===== src/rtl/neuron_mac.sv =====
// Q8.8 multiply-accumulate neuron core: bias plus sum of a*w, rounded and saturated to Q8.8.
// Build option: define MAC_ROUND_EN for round-half-up output, otherwise truncation toward -inf.
module neuron_mac #(
  parameter int FRAC_BITS = 8,
  parameter int ACC_W = 40,
  parameter int MAX_LEN = 256,
  localparam int CW = $clog2(MAX_LEN + 1)
) (
  input  logic          clk,
  input  logic          rst,
  input  logic          start,
  input  logic [15:0]   bias_in,
  input  logic [15:0]   a_in,
  input  logic [15:0]   w_in,
  input  logic          in_valid,
  input  logic          in_last,
  output logic          in_ready,
  output logic [15:0]   x_out,
  output logic          x_valid,
  output logic          busy,
  output logic [CW-1:0] cnt_out,
  output logic          len_err
);

  typedef enum logic [1:0] {
    IDLE  = 2'd0,
    ACC   = 2'd1,
    DRAIN = 2'd2,
    OUT   = 2'd3
  } state_t;

`ifdef MAC_ROUND_EN
  localparam logic signed [ACC_W-1:0] RND = ACC_W'(1'b1) << (FRAC_BITS - 1);
`else
  localparam logic signed [ACC_W-1:0] RND = {ACC_W{1'b0}};
`endif
  localparam logic signed [ACC_W-1:0] SAT_MAX = ACC_W'(32'sd32767);
  localparam logic signed [ACC_W-1:0] SAT_MIN = ACC_W'(-32'sd32768);

  state_t                  state_r;
  logic signed [ACC_W-1:0] acc_r;
  logic signed [31:0]      prod_r;
  logic                    p_vld_r;
  logic [15:0]             x_out_r;
  logic                    x_valid_r;
  logic                    in_ready_r;
  logic                    busy_r;
  logic [CW-1:0]           cnt_r;
  logic                    len_err_r;

  logic signed [31:0]      prod_s;
  logic                    accept_s;
  logic                    max_beat_s;
  logic signed [ACC_W-1:0] sum_s;
  logic signed [ACC_W-1:0] shr_s;
  logic [15:0]             sat_s;

  // Beat acceptance, product, and round/shift/saturate of the accumulator
  always_comb begin
    prod_s     = $signed(a_in) * $signed(w_in);
    accept_s   = (state_r == ACC) && in_valid && in_ready_r;
    max_beat_s = (cnt_r == CW'(MAX_LEN - 1));
    sum_s      = acc_r + RND;
    shr_s      = sum_s >>> FRAC_BITS;
    if (shr_s > SAT_MAX) begin
      sat_s = 16'h7fff;
    end else if (shr_s < SAT_MIN) begin
      sat_s = 16'h8000;
    end else begin
      sat_s = shr_s[15:0];
    end
  end

  // Control FSM with the two-stage multiply/accumulate pipeline and registered outputs
  always_ff @(posedge clk) begin
    if (rst) begin
      state_r    <= IDLE;
      acc_r      <= {ACC_W{1'b0}};
      prod_r     <= 32'sd0;
      p_vld_r    <= 1'b0;
      x_out_r    <= 16'h0000;
      x_valid_r  <= 1'b0;
      in_ready_r <= 1'b0;
      busy_r     <= 1'b0;
      cnt_r      <= {CW{1'b0}};
      len_err_r  <= 1'b0;
    end else begin
      x_valid_r <= 1'b0;
      p_vld_r   <= accept_s;
      if (accept_s) begin
        prod_r <= prod_s;
      end
      if (p_vld_r) begin
        acc_r <= acc_r + {{(ACC_W - 32){prod_r[31]}}, prod_r};
      end
      case (state_r)
        IDLE: begin
          // busy lingers for the single IDLE cycle that follows x_valid
          if (start) begin
            acc_r      <= {{(ACC_W - 16){bias_in[15]}}, bias_in} << FRAC_BITS;
            cnt_r      <= {CW{1'b0}};
            len_err_r  <= 1'b0;
            in_ready_r <= 1'b1;
            busy_r     <= 1'b1;
            state_r    <= ACC;
          end else begin
            busy_r <= 1'b0;
          end
        end
        ACC: begin
          if (accept_s) begin
            cnt_r <= cnt_r + CW'(1'b1);
            if (in_last || max_beat_s) begin
              in_ready_r <= 1'b0;
              len_err_r  <= !in_last;
              state_r    <= DRAIN;
            end
          end
        end
        DRAIN: begin
          state_r <= OUT;
        end
        OUT: begin
          x_out_r   <= sat_s;
          x_valid_r <= 1'b1;
          state_r   <= IDLE;
        end
        default: begin
          state_r <= IDLE;
        end
      endcase
    end
  end

  assign x_out    = x_out_r;
  assign x_valid  = x_valid_r;
  assign in_ready = in_ready_r;
  assign busy     = busy_r;
  assign cnt_out  = cnt_r;
  assign len_err  = len_err_r;

endmodule

===== config.mk =====
export PLATFORM = sky130hd
export DESIGN_NAME = neuron_mac
export DESIGN_NICKNAME = d
export VERILOG_FILES = /design/src/rtl/neuron_mac.sv
export SDC_FILE = /design/constraint.sdc
export NUM_CORES = 1
export LEC_CHECK = 0
export ABC_AREA = 1
export BUFFER_PORTS_ARGS = -buffer_cell sky130_fd_sc_hd__buf_4
export CORE_UTILIZATION = 49
export DETAILED_ROUTE_END_ITERATION = 8
export PLACE_DENSITY = 0.65
export SLEW_MARGIN = 5
export SYNTH_ARGS = -nofsm -noshare
export SYNTH_HDL_FRONTEND = slang
export SYNTH_SLANG_ARGS = --single-unit

===== constraint.sdc =====
create_clock -name clk -period 6.32 [get_ports clk]
set_input_delay 0.316 -clock clk [delete_from_list [all_inputs] [get_ports clk]]
set_output_delay 0.316 -clock clk [all_outputs]
set_load 0.005 [all_outputs]

=== Word-level counts from Yosys, hierarchy flattened ===
Cells that the tools add are included.

* Bits in registers: 104
* Latch bits: 0
* Bits in writable memories: 0
* Bits in read-only memories: 0
* Bits of input ports: 53
* Memories kept: 0

* Add/subtract/negate cells: 2
* Multiply operators: 1
* Divide/modulo/power cells: 0
* Order comparisons: 2
* Equality and inequality tests: 7
* Shift-type cells: 0
* Mux-type cells: 22
* Bitwise logic cells: 0
* Reduce and logical (&&, ||, !) cells: 9

{| class="wikitable"
|+ Operators by type and width
! kind !! number
|-
| $mux W40 || 3
|-
| $add A40 B40 Y40 || 1
|-
| $gt A32 B16 Y1 const B || 1
|-
| $lt A32 B16 Y1 const B || 1
|-
| $mul A16 B16 Y32 || 1
|-
| $mux W16 || 2
|-
| $mux W9 || 2
|-
| $pmux W9 S2 || 1
|-
| $add A9 B1 Y9 const B || 1
|-
| $eq A9 B8 Y1 const B || 1
|-
| $mux W1 || 8
|-
| $pmux W2 S4 || 1
|-
| $mux W2 || 3
|-
| $reduce_and A3 Y1 || 2
|-
| $eq A2 B2 Y1 const B || 2
|-
| $ne A2 B2 Y1 const B || 2
|-
| $pmux W1 S2 || 2
|-
| $reduce_and A4 Y1 || 1
|-
| $eq A2 B1 Y1 const B || 1
|-
| $logic_and A1 B1 Y1 || 2
|-
| $logic_not A2 Y1 || 1
|-
| $ne A2 B1 Y1 const B || 1
|-
| $reduce_bool A2 Y1 || 1
|-
| $logic_not A1 Y1 || 1
|-
| $logic_or A1 B1 Y1 || 1
|}

=== Logic depth before layout (Yosys ltp) ===
Gate-level depths: netlist of the first run.

* Word-level depth: 5
* Gate-level depth with buffers: 30

=== Worst setup path before layout of the first run ===
Ideal clock, no wire load.

* Path type: input to register
* Start: input port w_in[5]
* End: register prod_r[30]
* Library setup time: 0.117 ns
* Arrival: 5.509 ns
* Required time: 6.203 ns
* Setup slack: 0.694 ns
* Cell stages on the path: 24
* Cells stage by stage: clkbuf_1 -> clkbuf_1 -> nand2_1 -> fa_1 -> inv_1 -> fa_1 -> inv_1 -> fa_1 -> fa_1 -> inv_1 -> fa_1 -> inv_1 -> fa_1 -> inv_1 -> ha_1 -> nand2_1 -> nor2_1 -> inv_1 -> nor3_1 -> nand3_1 -> nand3_1 -> nand2_1 -> nor2_1 -> nor2_1

* Cells in the longest elaborated chain, start to end: 1

{| class="wikitable"
|+ RTL lines
! item !! RTL line !! source
|-
| start, declared || 14 || <nowiki>input logic [15:0] w_in,</nowiki>
|-
| $mul A16 B16 Y32 || 60 || <nowiki>prod_s = $signed(a_in) * $signed(w_in);</nowiki>
|-
| end signal, assigned || 91 || <nowiki>prod_r <= prod_s;</nowiki>
|-
| end, declared || 42 || <nowiki>logic signed [31:0] prod_r;</nowiki>
|}

Every way passes these cells.
A chain may end at the register's enable or synchronous reset.

=== Worst setup path in the final report of the first run ===
* Start: input port a_in[15]
* End: register prod_r[24]

* Cells in the longest elaborated chain, start to end: 1

{| class="wikitable"
|+ RTL lines
! item !! RTL line !! source
|-
| start, declared || 13 || <nowiki>input logic [15:0] a_in,</nowiki>
|-
| $mul A16 B16 Y32 || 60 ||
|}

Every way passes these cells.

==> flow_summary.yaml, run 1 <==
cts:
  max-clock-path-buffers: 2
  cts-root-buf: "clkbuf_16"
  cts_sinks: 104
  postCtsSetupBuffers: 0
  path_clk_slew_ps: 70
  clock_latency_ps: 360
  cts_resized: 0
  ctsHoldBuffers: 0
  cts_tree: "done"
  cts-buffers-inserted: 9
  h-tree-depth: 3
yosys:
  yosysSeqAreaShare: 0.117
  synth_area_um2: 17700
  synthTopCellsByCount: "inv_1 (626), nand2_1 (615), fa_1 (263)"
  synthCells: 2519
  syn_nets: 2962
  synth_edf_count: 0
  yosysUniqueCellTypes: 52
  yosys-top-cells-area: "fa_1 (30%), inv_1 (13%), nand2_1 (13%)"
  async_flop_share: 0
  yosysWarnings: 0
  syn_area_per_cell_um2: 7.04
  ys_ff_latch: 104
  synth_top_cell_area_share: 0.297
  yosys.area.top_type: "fa_1"
  yosysMostFrequentCell: "inv_1"
  ys.flop_type: "dfxtp_1"
route:
  vias: 15652
  routedWlPerCell_um: 16.4
  drt_pre_antenna_iters: 5
  drt_first_iter_violations: 1063
  routed_wirelength_um: 49200
  postRouteAntennaNets: 0
  drc: 0
  vias_per_cell: 5.22
timing:
  fin_setup_tns_ps: 0
  fmax_mhz: 174
  rsz0062_at_grt: "false"
  final-hold-violation-count: 0
  skew_ps: 9.50
  worst-slew-pin-transition_ps: 954
  period_minus_slack_ps: 5740
  fin_crit_sh: 0.908
  setup_viol: 0
  slew_headroom: 0.364
  drv_slew: 0
worst_setup_path:
  crit_type: "input pin to flop"
  r2r_cells: 11
  crit_fanout: 16
  required_ps: 6620
  r2r_start: "acc_r[0]"
  crit_start: "a_in[15]"
  endpoint_kind: "flop"
  path_cells: "buf_4 > nand2_1 > inv_1 > fa_1 > fa_1 > inv_1 > fa_1 > fa_1 > inv_1 > fa_1 > inv_1 > fa_1 > inv_1 > ha_1 > nand2_1 > nor3_1 > nand4_1 > a31o_2 > nand3_1 > nand2_1 > inv_1"
  r2r_end: "acc_r[30]"
  max_stage_delay_ps: 840
  r2r_setup_slack_ps: 3700
  worstSetupStartpointType: "input pin"
  crit_arrival_ps: 6040
  cp-endpoint: "prod_r[24]"
  cpMaxStageDelayCell: "fa_1"
cells_and_area:
  layout-drive-gt1-share: 0.0654
  antenna_cells: 0
  fin_nets: 2976
  areaGrowthSynthToFinish_pct: 6.92
  n_fill_cell: 3656
floorplan:
  floorplan.core_area_um2: 35600
  ios: 82
  die_y_um: 192
  die-area_um2: 36900
  rows: 69
  die_w_um: 192
  start_util: 0.498
run_status:
  status: "completed"
worst_hold_path:
  hold_path.class: "input pin to flop"
job:
  cap_violations: 0
grt:
  grt_start_max_net_pins: 41
  grt_usage: 0.284
  grt_pass1_wl_um: 81400
  overflow: 0
  antenna_found_initial: 0
  grt_pass1_vias: 15666
placement:
  dp_hpwl_um: 41600
  gp_congestion: 0.945
  io_buffers: 81
## per-layer routing
layer / up-vias / global-route usage / share of wire
li1: 7601 / - / -
met2: 426 / 0.434 / 0.43
met3: 46 / 0.0426 / 0.067
met1: 7579 / 0.433 / 0.49
met5: - / 0 / 0
met4: 0 / 0.0348 / 0.010
## flip-flops by register name (all words and copies together), names as in the netlist
name / count
len_err: 1
x_valid: 1
acc_r: 40
x_out: 16
cnt_out: 9
prod_r: 32
state_r: 2
p_vld_r: 1
in_ready: 1
busy: 1
## cells in the final DEF, fill, tap and decap left out, types with 3 or more instances in the layout
cell type / synthesis / layout
or2_2: 10 / 10
nor2_1: 134 / 134
nand3_1: 83 / 83
nor2_2: 7 / 7
inv_1: 626 / 626
clkbuf_16: 0 / 9
nand3b_1: 12 / 12
nand4_1: 29 / 29
fa_1: 263 / 263
xnor2_1: 9 / 9
ha_1: 127 / 127
a21o_1: 6 / 6
nand2_1: 615 / 615
o211ai_1: 12 / 12
nor4_1: 6 / 6
o21ai_1: 12 / 11
xor2_1: 16 / 16
or2_1: 4 / 4
nor2_4: 3 / 3
a21oi_1: 181 / 181
nand2_2: 11 / 11
nor3_1: 18 / 18
inv_2: 4 / 4
dfxtp_1: 104 / 104
o21ai_0: 89 / 89
buf_4: 4 / 89
a21oi_2: 5 / 5
o21ai_2: 9 / 10
o21bai_1: 10 / 10
## final cells by class
cell class,instances,area [µm²],share of cell area
clock buffer,11,243,0.0128
clock inverter,5,78.8,0.00416
tap,461,577,0.0304
multi-input combinational,1697,12900,0.682
inverter,632,2370,0.125
timing repair buffer,89,668,0.0352
sequential,104,2080,0.110
## metrics by stage
step	cells	worst slack (ps)	hold slack, ps	util	area [µm²]
finish	2999	584	228	0.533	19000
global route	2999	237	236	0.533	19000
CTS	2999	590	218	0.533	19000
detailed placement	2983	239	455	0.524	18600
global placement	2983	345	452	0.524	18600
floorplan	2519	694	447	-	17700
## critical path, delay by kind of cell
family          cells  cell delay, ps
compound gates      1             270
fa+ha+maj           7            3830
simple gates        6             980
buf+inv             7             610
## cell families (layout without fill, tap and decap cells)
family / Yosys count / count (layout) / synth area share
flip-flops: 104 / 104 / 0.117
AO/OA/AOI/OAI: 338 / 338 / 0.106
buffers and inverters: 718 / 737 / 0.153
XOR/XNOR: 25 / 25 / 0.0124
adder cells (fa/ha/maj): 390 / 390 / 0.387
AND/OR/NAND/NOR: 944 / 944 / 0.224
## worst min path at each step
| stage | end | depth (start not counted) | slack [ps] | startpoint |
|---|---|---|---|---|
| 2_1_floorplan | prod_r[0] | 2 | 450 | a_in[0] |
| 3_3_place_gp | busy | 2 | 450 | busy |
| 3_5_place_dp | x_out[0] | 2 | 460 | x_out[0] |
| 4_1_cts | len_err | 3 | 220 | in_last |
| 5_1_grt | len_err | 3 | 240 | in_last |
| 6_report | len_err | 3 | 230 | in_last |
Power of run 1 is not shown: default switching activity piles up to over one toggle a cycle in this logic, so the estimate is an artifact.
==> run 2: changes to the inputs <==
Settings changed: REMOVE_ABC_BUFFERS set to 1.
==> run 2 against run 1 <==
  * Global-route usage down 0.10 points
  * Worst hold slack worse by 15 ps
  * First-iteration DRC count decreased by 13%
  * Cell count grew 0.17%
  * Count of clock-buffer cells in the layout did not move
  * Register-to-register slack got worse by 160 ps
  * Utilization about the same
  * Clock skew increased by 6.6 ps
  * Die area unchanged
==> flow_summary.yaml, run 2 (synthesis gave the netlist of run 1 again) <==
floorplan:
  die_w_um: 192
  start_util: 0.498
  die_y_um: 192
  floorplan.core_area_um2: 35600
  rows: 69
  ios: 82
  die-area_um2: 36900
grt:
  grt_usage: 0.283
  grt_pass1_vias: 16036
  grt_start_max_net_pins: 49
  antenna_found_initial: 1
  overflow: 0
  grt_pass1_wl_um: 81800
timing:
  rsz0062_at_grt: "false"
  fin_crit_sh: 0.913
  fmax_mhz: 173
  skew_ps: 16.1
  final-hold-violation-count: 0
  fin_setup_tns_ps: 0
  drv_slew: 0
  worst-slew-pin-transition_ps: 1220
  setup_viol: 0
  fin_ws_ps: 553
  slew_headroom: 0.182
  period_minus_slack_ps: 5770
cts:
  cts_tree: "done"
  cts-root-buf: "clkbuf_16"
  cts_sinks: 104
  cts-buffers-inserted: 9
  max-clock-path-buffers: 2
  cts_resized: 0
  h-tree-depth: 3
  clock_latency_ps: 370
  postCtsSetupBuffers: 0
  ctsHoldBuffers: 0
  path_clk_slew_ps: 80
placement:
  dp_hpwl_um: 41600
  pre_cts_ws_ps: 202
  placedCellCount: 2988
  gp_congestion: 0.989
  io_buffers: 81
cells_and_area:
  regMostFlops: "acc_r"
  instances_no_fill: 3004
  largest_reg_flops: 40
  multi_input_area_um2: 12900
  areaGrowthSynthToFinish_pct: 6.89
  n_fill_cell: 3616
  layout-drive-gt1-share: 0.0669
  fin_nets: 2981
  antenna_cells: 0
  layout_commonest_cell: "inv_1"
  seqCellArea_um2: 2080
  post-route-util: 0.533
  layout_common_cells: "inv_1 (626), nand2_1 (615), fa_1 (263)"
worst_setup_path:
  max_stage_delay_ps: 660
  r2r_cells: 7
  path_depth: 22
  path_cells: "buf_4 > nand2_1 > inv_1 > fa_1 > fa_1 > fa_1 > inv_1 > fa_1 > inv_1 > fa_1 > inv_1 > fa_1 > inv_1 > ha_1 > a21o_1 > nand3_1 > nand2_1 > a21oi_1 > o21ai_0 > a21oi_1 > or2_0 > a21oi_1"
  crit_arrival_ps: 6020
  cpMaxStageDelayCell: "fa_1"
  crit_buf_inv: 6
  endpoint_kind: "flop"
  crit_fanout: 16
  critical-path-top-delay-family: "adder cells"
  crit_type: "input pin to flop"
  worstSetupStartpointType: "input pin"
  required_ps: 6570
  crit_top_cell: "fa_1"
run_status:
  status: "completed"
route:
  vias_per_cell: 5.22
  drt_first_iter_violations: 929
  vias: 15667
  postRouteAntennaNets: 0
  routedWlPerCell_um: 16.5
  routed_wirelength_um: 49600
  drt_pre_antenna_iters: 5
  drc: 0
job:
  cap_violations: 0
worst_hold_path:
  hold_depth: 3
  hold_path.class: "input pin to flop"
[run 2: cell types whose count changed in the layout (fill, tap and decap cells not counted), sizes merged]
cell / before / now
bufinv: 2 / 0
buf: 89 / 94
inv: 631 / 632
clkinvlp: 0 / 1
[run 2: final timing paths]
path / start / end / slack (ps)
hold / removal: in_last / len_err / 210
setup reg to reg: state_r[0] / acc_r[39] / 3540
hold reg to reg: x_out[0] / x_out[0] / 470
setup / recovery: w_in[7] / prod_r[31] / 550
[run 2: layer usage]
layer	share of wire	GRT usage
met4	0.018	0.0633
met5	0	0
met1	0.45	0.382
met2	0.48	0.484
met3	0.055	0.0336
[run 2: area by class of cell]
type | instances | share of cell area
clock buffer | 11 | 0.0128
clock inverter | 5 | 0.00205
inverter | 632 | 0.125
multi-input combinational | 1697 | 0.682
sequential | 104 | 0.110
tap | 461 | 0.0304
timing repair buffer | 94 | 0.0372
[run 2: stage by stage]
| stage | hold slack (ps) | instance area (µm²) |
|---|---|---|
| 2_1_floorplan | 385 | 17400 |
| 5_1_grt | 210 | 19000 |
| 4_1_cts | 206 | 19000 |
| 3_5_place_dp | 456 | 18700 |
| 6_report | 213 | 19000 |
| 3_3_place_gp | 451 | 18700 |
[run 2: worst min-delay path: cells and delay by family]
family | cells | cell delay (ps)
buf+inv | 1 | 80
compound gates | 1 | 50
simple gates | 1 | 90
Power of run 2 is left out for the same reason.
